===== src/rtl/i2c_master_read_sequencer_pkg.sv =====
// Shared types and encodings for the I2C master read sequencer.
package i2c_seq_pkg;

    typedef enum logic [3:0] {
        ST_IDLE,
        ST_START,
        ST_ADDR,
        ST_READ,
        ST_HOLD,
        ST_ACKB,
        ST_STOP,
        ST_ABORT,
        ST_DONE
    } state_t;

    localparam logic [1:0] COND_START = 2'd0;
    localparam logic [1:0] COND_STOP  = 2'd1;
    localparam logic [1:0] COND_ACK   = 2'd2;
    localparam logic [1:0] COND_NACK  = 2'd3;

    localparam logic [1:0] ERR_OK        = 2'd0;
    localparam logic [1:0] ERR_ADDR_NACK = 2'd1;
    localparam logic [1:0] ERR_ENGINE    = 2'd2;
    localparam logic [1:0] ERR_TIMEOUT   = 2'd3;

    localparam logic [1:0] BUS_IDLE = 2'd0;
    localparam logic [1:0] BUS_COND = 2'd1;
    localparam logic [1:0] BUS_WB   = 2'd2;
    localparam logic [1:0] BUS_RB   = 2'd3;

    // The first error of a transaction wins; later ones are dropped.
    function automatic logic [1:0] sticky_err(input logic [1:0] cur, input logic [1:0] nxt);
        return (cur == ERR_OK) ? nxt : cur;
    endfunction

endpackage


===== src/rtl/i2c_master_read_sequencer_if.sv =====
// Command and read-data stream between the host side and the read sequencer.
interface i2c_master_read_sequencer_if #(
    parameter int unsigned LEN_W = 8
);
    logic             cmd_valid;
    logic             cmd_ready;
    logic [6:0]       cmd_addr;
    logic [LEN_W-1:0] cmd_len;
    logic [7:0]       rd_data;
    logic             rd_valid;
    logic             rd_ready;
    logic             busy;
    logic             done;
    logic [1:0]       err_code;

    modport master (
        output cmd_valid, cmd_addr, cmd_len, rd_ready,
        input  cmd_ready, rd_data, rd_valid, busy, done, err_code
    );

    modport slave (
        input  cmd_valid, cmd_addr, cmd_len, rd_ready,
        output cmd_ready, rd_data, rd_valid, busy, done, err_code
    );
endinterface


===== src/rtl/i2c_master_read_sequencer_rx.sv =====
// MSB-first byte assembler fed by the read-byte engine's bit strobes.
module i2c_rx_byte_assembler (
    input  logic       clk,
    input  logic       rst_n,
    input  logic       clr,
    input  logic       load,
    input  logic       bit_in,
    output logic [7:0] data,
    output logic       count_ok
);
    logic [7:0] shift_q, shift_d;
    logic [3:0] cnt_q, cnt_d;
    logic       count_ok_q, count_ok_d;

    // Counter saturates so an over-long burst can never alias back to 8.
    always_comb begin
        shift_d = shift_q;
        cnt_d   = cnt_q;
        if (clr) begin
            shift_d = '0;
            cnt_d   = '0;
        end else if (load) begin
            shift_d = {shift_q[6:0], bit_in};
            cnt_d   = (cnt_q == 4'd15) ? cnt_q : cnt_q + 4'd1;
        end
        count_ok_d = (cnt_d == 4'd8);
    end

    always_ff @(posedge clk or negedge rst_n) begin
        if (!rst_n) begin
            shift_q    <= '0;
            cnt_q      <= '0;
            count_ok_q <= 1'b0;
        end else begin
            shift_q    <= shift_d;
            cnt_q      <= cnt_d;
            count_ok_q <= count_ok_d;
        end
    end

    assign data     = shift_q;
    assign count_ok = count_ok_q;
endmodule


===== src/rtl/i2c_master_read_sequencer.sv =====
// Transaction sequencer for an I2C master read: START, addr+R, N data bytes
// with ACK/NACK, STOP; drives the condition/write-byte/read-byte engines.
module i2c_master_read_sequencer
    import i2c_seq_pkg::*;
#(
    parameter int unsigned LEN_W   = 8,
    parameter int unsigned TIMEOUT = 4096
) (
    input  logic       clk,
    input  logic       rst_n,
    i2c_master_read_sequencer_if.slave host,
    output logic       cond_go,
    output logic [1:0] cond_sel,
    input  logic       cond_finish,
    output logic       wb_go,
    output logic [7:0] wb_byte,
    input  logic       wb_finish,
    input  logic       wb_nack,
    input  logic       wb_error,
    output logic       rb_go,
    input  logic       rb_data,
    input  logic       rb_load,
    input  logic       rb_finish,
    input  logic       rb_error,
    output logic [1:0] bus_sel
);
    localparam int unsigned        TMO_W    = $clog2(TIMEOUT);
    localparam logic [TMO_W-1:0]   TMO_LAST = TMO_W'(TIMEOUT - 1);

    state_t           state_q, state_d;
    logic             launched_q, launched_d;
    logic             cond_go_q, cond_go_d;
    logic             wb_go_q, wb_go_d;
    logic             rb_go_q, rb_go_d;
    logic [1:0]       cond_sel_q, cond_sel_d;
    logic [1:0]       bus_sel_q, bus_sel_d;
    logic [TMO_W-1:0] tmo_q, tmo_d;
    logic [6:0]       addr_q, addr_d;
    logic [LEN_W-1:0] rem_q, rem_d;
    logic [1:0]       err_q, err_d;
    logic [7:0]       rd_data_q, rd_data_d;
    logic             rd_valid_q, rd_valid_d;
    logic             done_q, done_d;
    logic [1:0]       err_code_q, err_code_d;
    logic             busy_q, busy_d;
    logic             cmd_ready_q, cmd_ready_d;

    logic             fin_c;
    logic             asm_clr_c;
    logic [7:0]       asm_byte;
    logic             asm_ok;

    i2c_rx_byte_assembler u_rx (
        .clk      (clk),
        .rst_n    (rst_n),
        .clr      (asm_clr_c),
        .load     (rb_load && rb_go_q),
        .bit_in   (rb_data),
        .data     (asm_byte),
        .count_ok (asm_ok)
    );

    // Engine states: one go-low cycle on entry, then go held until finish or timeout.
    always_comb begin
        state_d     = state_q;
        launched_d  = launched_q;
        cond_go_d   = cond_go_q;
        wb_go_d     = wb_go_q;
        rb_go_d     = rb_go_q;
        cond_sel_d  = cond_sel_q;
        bus_sel_d   = bus_sel_q;
        tmo_d       = tmo_q;
        addr_d      = addr_q;
        rem_d       = rem_q;
        err_d       = err_q;
        rd_data_d   = rd_data_q;
        rd_valid_d  = rd_valid_q;
        done_d      = 1'b0;
        err_code_d  = err_code_q;
        asm_clr_c   = 1'b0;

        case (state_q)
            ST_ADDR: fin_c = wb_finish;
            ST_READ: fin_c = rb_finish;
            ST_START, ST_ACKB, ST_STOP: fin_c = cond_finish;
            default: fin_c = 1'b0;
        endcase

        case (state_q)
            ST_IDLE: begin
                if (host.cmd_valid && cmd_ready_q) begin
                    addr_d  = host.cmd_addr;
                    rem_d   = host.cmd_len;
                    err_d   = ERR_OK;
                    state_d = ST_START;
                end
            end
            ST_HOLD: begin
                // SCL stays stretched until the consumer takes the byte.
                if (rd_valid_q && host.rd_ready) begin
                    rd_valid_d = 1'b0;
                    if (rem_q != '0) rem_d = rem_q - 1'b1;
                    state_d = ST_ACKB;
                end
            end
            ST_ABORT: state_d = ST_STOP;
            ST_DONE:  state_d = ST_IDLE;
            default: begin
                if (!launched_q) begin
                    launched_d = 1'b1;
                    tmo_d      = '0;
                    case (state_q)
                        ST_START: begin
                            cond_go_d  = 1'b1;
                            cond_sel_d = COND_START;
                            bus_sel_d  = BUS_COND;
                        end
                        ST_ACKB: begin
                            cond_go_d  = 1'b1;
                            cond_sel_d = (rem_q != '0) ? COND_ACK : COND_NACK;
                            bus_sel_d  = BUS_COND;
                        end
                        ST_STOP: begin
                            cond_go_d  = 1'b1;
                            cond_sel_d = COND_STOP;
                            bus_sel_d  = BUS_COND;
                        end
                        ST_ADDR: begin
                            wb_go_d   = 1'b1;
                            bus_sel_d = BUS_WB;
                        end
                        ST_READ: begin
                            rb_go_d   = 1'b1;
                            bus_sel_d = BUS_RB;
                            asm_clr_c = 1'b1;
                        end
                        default: ;
                    endcase
                end else if (fin_c) begin
                    cond_go_d  = 1'b0;
                    wb_go_d    = 1'b0;
                    rb_go_d    = 1'b0;
                    bus_sel_d  = BUS_IDLE;
                    launched_d = 1'b0;
                    tmo_d      = '0;
                    case (state_q)
                        ST_START: state_d = ST_ADDR;
                        ST_ADDR: begin
                            if (wb_error) begin
                                err_d   = sticky_err(err_q, ERR_ENGINE);
                                state_d = ST_ABORT;
                            end else if (wb_nack) begin
                                err_d   = sticky_err(err_q, ERR_ADDR_NACK);
                                state_d = ST_ABORT;
                            end else if (rem_q == '0) begin
                                state_d = ST_STOP;
                            end else begin
                                state_d = ST_READ;
                            end
                        end
                        ST_READ: begin
                            if (!rb_error && asm_ok) begin
                                rd_data_d  = asm_byte;
                                rd_valid_d = 1'b1;
                                state_d    = ST_HOLD;
                            end else begin
                                err_d   = sticky_err(err_q, ERR_ENGINE);
                                state_d = ST_ABORT;
                            end
                        end
                        ST_ACKB: state_d = (rem_q != '0) ? ST_READ : ST_STOP;
                        ST_STOP: state_d = ST_DONE;
                        default: ;
                    endcase
                end else if (tmo_q == TMO_LAST) begin
                    cond_go_d  = 1'b0;
                    wb_go_d    = 1'b0;
                    rb_go_d    = 1'b0;
                    bus_sel_d  = BUS_IDLE;
                    launched_d = 1'b0;
                    tmo_d      = '0;
                    err_d      = sticky_err(err_q, ERR_TIMEOUT);
                    state_d    = (state_q == ST_STOP) ? ST_DONE : ST_STOP;
                end else begin
                    tmo_d = tmo_q + 1'b1;
                end
            end
        endcase

        if (state_d == ST_DONE && state_q != ST_DONE) begin
            done_d     = 1'b1;
            err_code_d = err_d;
        end
        busy_d      = (state_d != ST_IDLE);
        cmd_ready_d = (state_d == ST_IDLE);
    end

    always_ff @(posedge clk or negedge rst_n) begin
        if (!rst_n) begin
            state_q     <= ST_IDLE;
            launched_q  <= 1'b0;
            cond_go_q   <= 1'b0;
            wb_go_q     <= 1'b0;
            rb_go_q     <= 1'b0;
            cond_sel_q  <= COND_START;
            bus_sel_q   <= BUS_IDLE;
            tmo_q       <= '0;
            addr_q      <= '0;
            rem_q       <= '0;
            err_q       <= ERR_OK;
            rd_data_q   <= '0;
            rd_valid_q  <= 1'b0;
            done_q      <= 1'b0;
            err_code_q  <= ERR_OK;
            busy_q      <= 1'b0;
            cmd_ready_q <= 1'b1;
        end else begin
            state_q     <= state_d;
            launched_q  <= launched_d;
            cond_go_q   <= cond_go_d;
            wb_go_q     <= wb_go_d;
            rb_go_q     <= rb_go_d;
            cond_sel_q  <= cond_sel_d;
            bus_sel_q   <= bus_sel_d;
            tmo_q       <= tmo_d;
            addr_q      <= addr_d;
            rem_q       <= rem_d;
            err_q       <= err_d;
            rd_data_q   <= rd_data_d;
            rd_valid_q  <= rd_valid_d;
            done_q      <= done_d;
            err_code_q  <= err_code_d;
            busy_q      <= busy_d;
            cmd_ready_q <= cmd_ready_d;
        end
    end

    assign cond_go       = cond_go_q;
    assign cond_sel      = cond_sel_q;
    assign wb_go         = wb_go_q;
    assign wb_byte       = {addr_q, 1'b1};
    assign rb_go         = rb_go_q;
    assign bus_sel       = bus_sel_q;
    assign host.cmd_ready = cmd_ready_q;
    assign host.rd_data  = rd_data_q;
    assign host.rd_valid = rd_valid_q;
    assign host.busy     = busy_q;
    assign host.done     = done_q;
    assign host.err_code = err_code_q;
endmodule


===== src/flat_wrapper.sv =====
// flat-port wrapper written by rule: the top's interface ports become plain ports
module i2c_master_read_sequencer_flat import i2c_seq_pkg::*;
#(
    parameter int unsigned LEN_W   = 8,
    parameter int unsigned TIMEOUT = 4096
)
  (clk, rst_n, cond_go, cond_sel, cond_finish, wb_go, wb_byte, wb_finish, wb_nack, wb_error, rb_go, rb_data, rb_load, rb_finish, rb_error, bus_sel, host_cmd_valid, host_cmd_addr, host_cmd_len, host_rd_ready, host_cmd_ready, host_rd_data, host_rd_valid, host_busy, host_done, host_err_code);
  i2c_master_read_sequencer_if #(.LEN_W(LEN_W)) host_i ();
  input  logic clk;
  input  logic rst_n;
  output logic cond_go;
  output logic [1:0] cond_sel;
  input  logic cond_finish;
  output logic wb_go;
  output logic [7:0] wb_byte;
  input  logic wb_finish;
  input  logic wb_nack;
  input  logic wb_error;
  output logic rb_go;
  input  logic rb_data;
  input  logic rb_load;
  input  logic rb_finish;
  input  logic rb_error;
  output logic [1:0] bus_sel;
  input wire logic [$bits(host_i.cmd_valid)-1:0] host_cmd_valid;
  input wire logic [$bits(host_i.cmd_addr)-1:0] host_cmd_addr;
  input wire logic [$bits(host_i.cmd_len)-1:0] host_cmd_len;
  input wire logic [$bits(host_i.rd_ready)-1:0] host_rd_ready;
  output wire logic [$bits(host_i.cmd_ready)-1:0] host_cmd_ready;
  output wire logic [$bits(host_i.rd_data)-1:0] host_rd_data;
  output wire logic [$bits(host_i.rd_valid)-1:0] host_rd_valid;
  output wire logic [$bits(host_i.busy)-1:0] host_busy;
  output wire logic [$bits(host_i.done)-1:0] host_done;
  output wire logic [$bits(host_i.err_code)-1:0] host_err_code;
  assign host_i.cmd_valid = host_cmd_valid;
  assign host_i.cmd_addr = host_cmd_addr;
  assign host_i.cmd_len = host_cmd_len;
  assign host_i.rd_ready = host_rd_ready;
  assign host_cmd_ready = host_i.cmd_ready;
  assign host_rd_data = host_i.rd_data;
  assign host_rd_valid = host_i.rd_valid;
  assign host_busy = host_i.busy;
  assign host_done = host_i.done;
  assign host_err_code = host_i.err_code;
  i2c_master_read_sequencer #(.LEN_W(LEN_W), .TIMEOUT(TIMEOUT)) u_core (.clk(clk), .rst_n(rst_n), .host(host_i), .cond_go(cond_go), .cond_sel(cond_sel), .cond_finish(cond_finish), .wb_go(wb_go), .wb_byte(wb_byte), .wb_finish(wb_finish), .wb_nack(wb_nack), .wb_error(wb_error), .rb_go(rb_go), .rb_data(rb_data), .rb_load(rb_load), .rb_finish(rb_finish), .rb_error(rb_error), .bus_sel(bus_sel));
endmodule

===== config.mk =====
export PLATFORM = sky130hd
export DESIGN_NAME = i2c_master_read_sequencer_flat
export DESIGN_NICKNAME = d
export VERILOG_FILES = /design/src/rtl/i2c_master_read_sequencer_pkg.sv /design/src/rtl/i2c_master_read_sequencer_if.sv /design/src/rtl/i2c_master_read_sequencer_rx.sv /design/src/rtl/i2c_master_read_sequencer.sv /design/src/flat_wrapper.sv
export SDC_FILE = /design/constraint.sdc
export NUM_CORES = 1
export LEC_CHECK = 0
export CORE_MARGIN = 10
export CORE_UTILIZATION = 25
export CTS_BUF_LIST = sky130_fd_sc_hd__clkbuf_8
export CTS_CLUSTER_DIAMETER = 80
export DETAILED_ROUTE_END_ITERATION = 6
export GPL_TIMING_DRIVEN = 0
export PLACE_DENSITY = 0.49
export SLEW_MARGIN = 25
export SYNTH_ARGS = -nofsm -noshare
export SYNTH_HDL_FRONTEND = slang
export SYNTH_SLANG_ARGS = --single-unit

===== constraint.sdc =====
create_clock -name clk -period 3.47 [get_ports clk]
set_clock_uncertainty 0.15 [all_clocks]
set_input_delay 0.694 -clock clk [delete_from_list [all_inputs] [get_ports clk]]
set_output_delay 0.694 -clock clk [all_outputs]
set_load 0.05 [all_outputs]

==> run_results.csv <==
group,metric,value,unit
status,status,"finished, final reports clean",
pwr,p_switching,1.68,mW
logic_synthesis,synth_nets,405,
floorplan,fp.dieH,141,um
timing,setup_viol,0,
finish,layoutNonFillerInstCount,625,
drt,via_per_inst,4.77,
pwr,seqPwrFrac,0.326,
floorplan,die_w,141,um
global_routing,grtUsageTotal,0.102,
clocking,insertion_delay,0.37,ns
setup_path,crit_type,"reg2reg",
placement,place_inst,610,
placement,port_buffers,54,
global_routing,grt_pass1_vias,2976,
logic_synthesis,synth_flop_cell,"dfrtp_1",
drt,drt_pre_antenna_iters,4,
finish,nets,471,
drt,drt-total-wl,9830,um
placement,gp_congestion,0.810,
finish,drive_gt1_frac,0.146,
clocking,cts_tree,"built",
finish,layout_common_cells,"dfrtp_1, clkdlybuf4s50_1, nand2_1, nor2_1, o21ai_0",
logic_synthesis,ys_top_cells_by_area,"dfrtp_1, mux2_2, o21ai_0",
drt,drt_iter0_markers,147,
global_routing,grt_start_max_net_pins,51,
setup_path,endpoint_kind,"flip-flop",
floorplan,start_util,0.259,
logic_synthesis,ys_async_sr_fraction,1.00,
drt,vias,2980,
placement,post-dp-hpwl,7160,um
clocking,numCtsBuffers,9,
finish,diodes,0,
pwr,p_int,2.18,mW
pwr,pwr-share-comb,0.490,
clocking,h-tree-depth,3,
logic_synthesis,yosysSeqAreaShare,0.469,
timing,fmax,0.362,GHz
logic_synthesis,avgSynthCellArea,9.69,um2
pwr,clkPwrFrac,0.184,
logic_synthesis,ys_warn_count,0,
timing,rsz0062_at_grt,"no",
finish,final_common_cell,"dfrtp_1",
setup_path,crit_path_max_fanout,10,
timing,drv_slew,0,
pwr,p_total,3.85,mW
floorplan,rows,43,
clocking,ctsResizeCount,0,
pwr,swShare,0.435,
timing,fin_tns_setup,0,ns
setup_path,arrival,2.86,ns
finish,area_growth_syn_to_layout,27.6,%
global_routing,overflow,0,
logic_synthesis,synth.distinct_cells,68,
global_routing,grt_pass1_wl,16200,um
timing,hold_viol,0,
flow_run,cap_viol_max_count,0,
drt,wl_per_cell,15.7,um
clocking,clock-sinks,68,
drt,drcViolationCount,0,
drt,ant_nets,0,
timing,relSlewSlack,0.449,
floorplan,core-area,0.0140,mm2
logic_synthesis,yosysTopAreaCellShare,0.462,
clocking,hold_buffers,0,
timing,worst_slew_pin_slew,0.815,ns
clocking,clock_path_buffers,2,
setup_path,crit_path_start_kind,"flip-flop",
timing,finalCriticalPeriod,2.77,ns
clocking,post_cts_buffers,0,
logic_synthesis,synth-edff-count,0,
setup_path,crit_required,3.57,ns
floorplan,io_pins,56,
global_routing,antenna_found_initial,0,
floorplan,die-area,0.0198,mm2
pwr,peakVddDrop,267,uV
clocking,clockRootBuffer,"clkbuf_8",
pwr,p_per_area,832,mW/mm2
setup_path,r2r_setup_slack,0.70,ns
pwr,power.leakage,1.94,nW
logic_synthesis,syn_area,0.00363,mm2
logic_synthesis,yosysTopAreaCell,"dfrtp_1",
clocking,path_clk_slew,0.08,ns
timing,timing.final.crit_share,0.797,
logic_synthesis,ys_ff_latch,68,
logic_synthesis,syn_inst,375,
hold_path,hp-class,"in2async",
[layout make-up]
class                           count  area (um2)
Tap cell                          180         225
Inverter                           10        37.5
Clock inverter                      6        81.3
Timing Repair Buffer               55         566
Buffer                             20         160
Fill cell                        1452        9410
Sequential cell                    68        1700
Clock buffer                        9         124
Multi-Input combinational cell    277        1740
[metrics by stage]
step / cell area (um2) / worst slack, ns / utilization / hold WS, ns
final: 4630 / 0.704 / 0.330 / 0.0556
after global routing: 4630 / 0.510 / 0.330 / 0.0538
after CTS: 4630 / 0.723 / 0.330 / 0.0416
after detailed placement: 4430 / 0.403 / 0.315 / 0.340
after global placement: 4400 / -1.02 / 0.313 / 0.341
after floorplan: 3630 / 0.950 / - / 0.248
[critical path: stages (launching register included)]
cell,delay (ns)
dfrtp_1,0.37
buf_6,0.15
nor4bb_1,0.39
buf_4,0.25
o21a_1,0.20
o21ai_4,0.09
nor4_4,0.64
mux2_2,0.41
[layer usage]
layer | vias up | GRT usage | wire (um)
met3 | 13 | 0.0308 | 479
li1 | 1470 | - | -
met4 | 0 | 0.0446 | 165
met5 | - | 0 | 0
met1 | 1444 | 0.131 | 4550
met2 | 53 | 0.154 | 4640
[power by group through the flow]
| stage | combinational, mW | sequential (mW) | clock [mW] |
|---|---|---|---|
| after floorplan | 1.04 | 1.55 | 0 |
| final | 1.89 | 1.26 | 0.710 |
| after detailed placement | 1.90 | 1.27 | 0 |
| after CTS | 1.91 | 1.26 | 0.740 |
| after global placement | 1.87 | 1.26 | 0 |
| after global routing | 2.10 | 1.30 | 0.772 |
[registers in the layout (all words and copies together), names as in the netlist, 2 cells and up]
name                  cells
u_core.tmo_q             12
u_core.host.rd_data       8
u_core.rem_q              8
u_core.u_rx.data          8
u_core.addr_q             7
u_core.state_q            4
u_core.u_rx.cnt_q         4
u_core.bus_sel            2
u_core.cond_sel           2
u_core.err_q              2
u_core.host.err_code      2
[cells by family (layout without fill, tap and decap cells)]
| family | after synthesis | in the layout | synth area share |
|---|---|---|---|
| flops | 68 | 68 | 0.469 |
| xor+xnor | 5 | 5 | 0.0121 |
| compound gates | 104 | 104 | 0.176 |
| mux | 20 | 20 | 0.0620 |
| buf+inv | 30 | 100 | 0.0544 |
| simple gates | 144 | 144 | 0.215 |
| fa+ha+maj | 3 | 3 | 0.0103 |
| other cells | 1 | 1 | 0.00103 |
[Yosys cell counts, types with 4 or more instances]
cell      number
inv_1         10
clkbuf_1       7
a31oi_1        4
nand3_1        7
o21ai_0       34
nand2_1       40
nor3_1        12
nor2_1        40
and3_1         4
mux2_2        16
a22o_1         4
clkbuf_8       5
dfrtp_1       67
nand2b_1       6
a21oi_1       32
[final timing paths]
check / to / depth (start not counted) / startpoint
worst max-delay path: u_core.host.rd_data[4]$_DFFE_PN0P_ / 7 / u_core.state_q[3]$_DFF_PN0_
worst min-delay path: u_core.u_rx.cnt_q[0]$_DFF_PN0_ / 1 / rst_n
worst max register to register: u_core.host.rd_data[4]$_DFFE_PN0P_ / 7 / u_core.state_q[3]$_DFF_PN0_
worst min register to register: u_core.wb_go$_DFFE_PN0P_ / 2 / u_core.wb_go$_DFFE_PN0P_
max in group asynchronous: u_core.host.cmd_ready$_DFF_PN1_ / 2 / rst_n
min in group clk: u_core.wb_go$_DFFE_PN0P_ / 2 / u_core.wb_go$_DFFE_PN0P_
No activity file was read; power rests on OpenSTA's default activity.
==> variant, RTL diff (config.mk and constraints unchanged) <==
`LEN_W` is set to 8 in 3 places; all go to 4.
--- a/src/rtl/i2c_master_read_sequencer_if.sv
+++ b/src/rtl/i2c_master_read_sequencer_if.sv
@@ -2,3 +2,3 @@
 interface i2c_master_read_sequencer_if #(
-    parameter int unsigned LEN_W = 8
+    parameter int unsigned LEN_W = 4
 );
--- a/src/rtl/i2c_master_read_sequencer.sv
+++ b/src/rtl/i2c_master_read_sequencer.sv
@@ -5,3 +5,3 @@
 #(
-    parameter int unsigned LEN_W   = 8,
+    parameter int unsigned LEN_W   = 4,
     parameter int unsigned TIMEOUT = 4096
--- a/src/flat_wrapper.sv
+++ b/src/flat_wrapper.sv
@@ -3,3 +3,3 @@
 #(
-    parameter int unsigned LEN_W   = 8,
+    parameter int unsigned LEN_W   = 4,
     parameter int unsigned TIMEOUT = 4096
Ports: changed (resized host_cmd_len); port bits go from 56 to 52. The function was not compared with the original's and may differ.
==> variant against the unedited design <==
Setup slack gained 110 ps; area after synthesis shrank 14%; sequential cell count decreased by 4; fmax up 4.2%; cell area shrank 13%; highest routed layer unchanged; die area fell by 12%; wire length shrank 20%.
Power is not compared: it rests on default switching activity, and its combinational part moved more than twofold at a synthesized area within 25%.
==> variant: results (changes against the unedited design) <==
outcome: complete, no violations
syn_nets: 343 (-15%)
share of layout cells above drive strength 1: 0.151 (+0.00497)
reg2reg path depth: 8 (+1)
worst-case hold slack: 121 ps (+65.8 ps)
port bufs: 50 (-7.4%)
Nets: 405 (-14%)
largest net degree at the start of global routing: 38 (-25%)
DR WL/cell: 14.3 um (-8.9%)
multi-input logic area: 1410 um^2 (-19%)
Area after DPL: 3860 um^2 (-13%)
sequential share of the synthesized area: 0.513 (+0.0440)
max_slew headroom: 0.517 (+0.0684)
top cells by area, synth: dfrtp_1, mux2_2, nand2_1
critical register-to-register path endpoint: u_core.host.busy
Worst EP arrival: 2730 ps (-130 ps)
layout filler cell count: 1291 (-11%)
DP HPWL: 5.81 mm (-19%)
Iteration-0 DRC Markers: 101 (-31%)
First-pass DRT Iterations: 6 (+2)
Max Fanout on Critical Path: 9 (-1)
Post-synth top cells: dfrtp_1, nand2_1, nor2_1, a21oi_1, mux2_2
Tot GR Track Use: 0.0932 (-0.00878)
Crit. Startpoint: wb_finish
worst skew pair latency: 350 ps (-20 ps)
synth unique cells: 52 (-24%)
Final Power: 1.53 mW
variant: cell count changes after synthesis, moves of 3 or more:
cell      before  now
o22ai_1        1    4
nand4_1        2    9
nand2b_1       6    3
mux2_2        16   19
and3_1         4    1
dfrtp_1       67   63
nor2_1        40   36
a21oi_1       32   26
clkbuf_8       5    0
xor2_1         3    8
buf_2          1    6
nor3_1        12    5
o21ai_0       34   12
variant: cell type report:
cell class | instances | share of cell area
multi-input combinational | 227 | 0.349
clock inverter | 7 | 0.0121
buffer | 14 | 0.0186
clock buffer | 9 | 0.0307
sequential | 64 | 0.397
timing repair buffer | 51 | 0.128
inverter | 12 | 0.0112
tap | 168 | 0.0521
variant: worst max-delay path by stage:
stage | to | slack, ps
after CTS | u_core.host.rd_data[4] | 820
after global routing | u_core.host.busy | 610
after global placement | u_core.tmo_q[5] | -700
final | u_core.host.rd_data[6] | 820
after detailed placement | u_core.host.rd_data[0] | 460
after floorplan | u_core.host.busy | 1150
variant: per-layer routing:
metal  wire (um)  share of wire  global-route usage  vias to the layer above
met5           0              0                   0                        -
met4          82          0.010              0.0328                        0
met3         410          0.052              0.0343                        6
met1        3800           0.48               0.120                     1240
met2        3620           0.46               0.140                       60
li1            -              -                   -                     1235
variant: logic make-up (layout without fill, tap and decap cells):
group,count (synthesis),count (layout),synth area share
simple gates,123,123,0.197
other cells,1,1,0.00120
flops,64,64,0.513
fa+ha+maj,3,3,0.0120
mux,21,21,0.0749
xor+xnor,12,12,0.0336
buf+inv,26,93,0.0384
compound gates,67,67,0.130
variant: worst max-delay path: stages:
cell and delay (ps):
clkdlybuf4s50_1 460, mux2_2 160, nand3_1 130, nand2_1 210, nand2_1 160, nor3_4 520
mux2_2 390
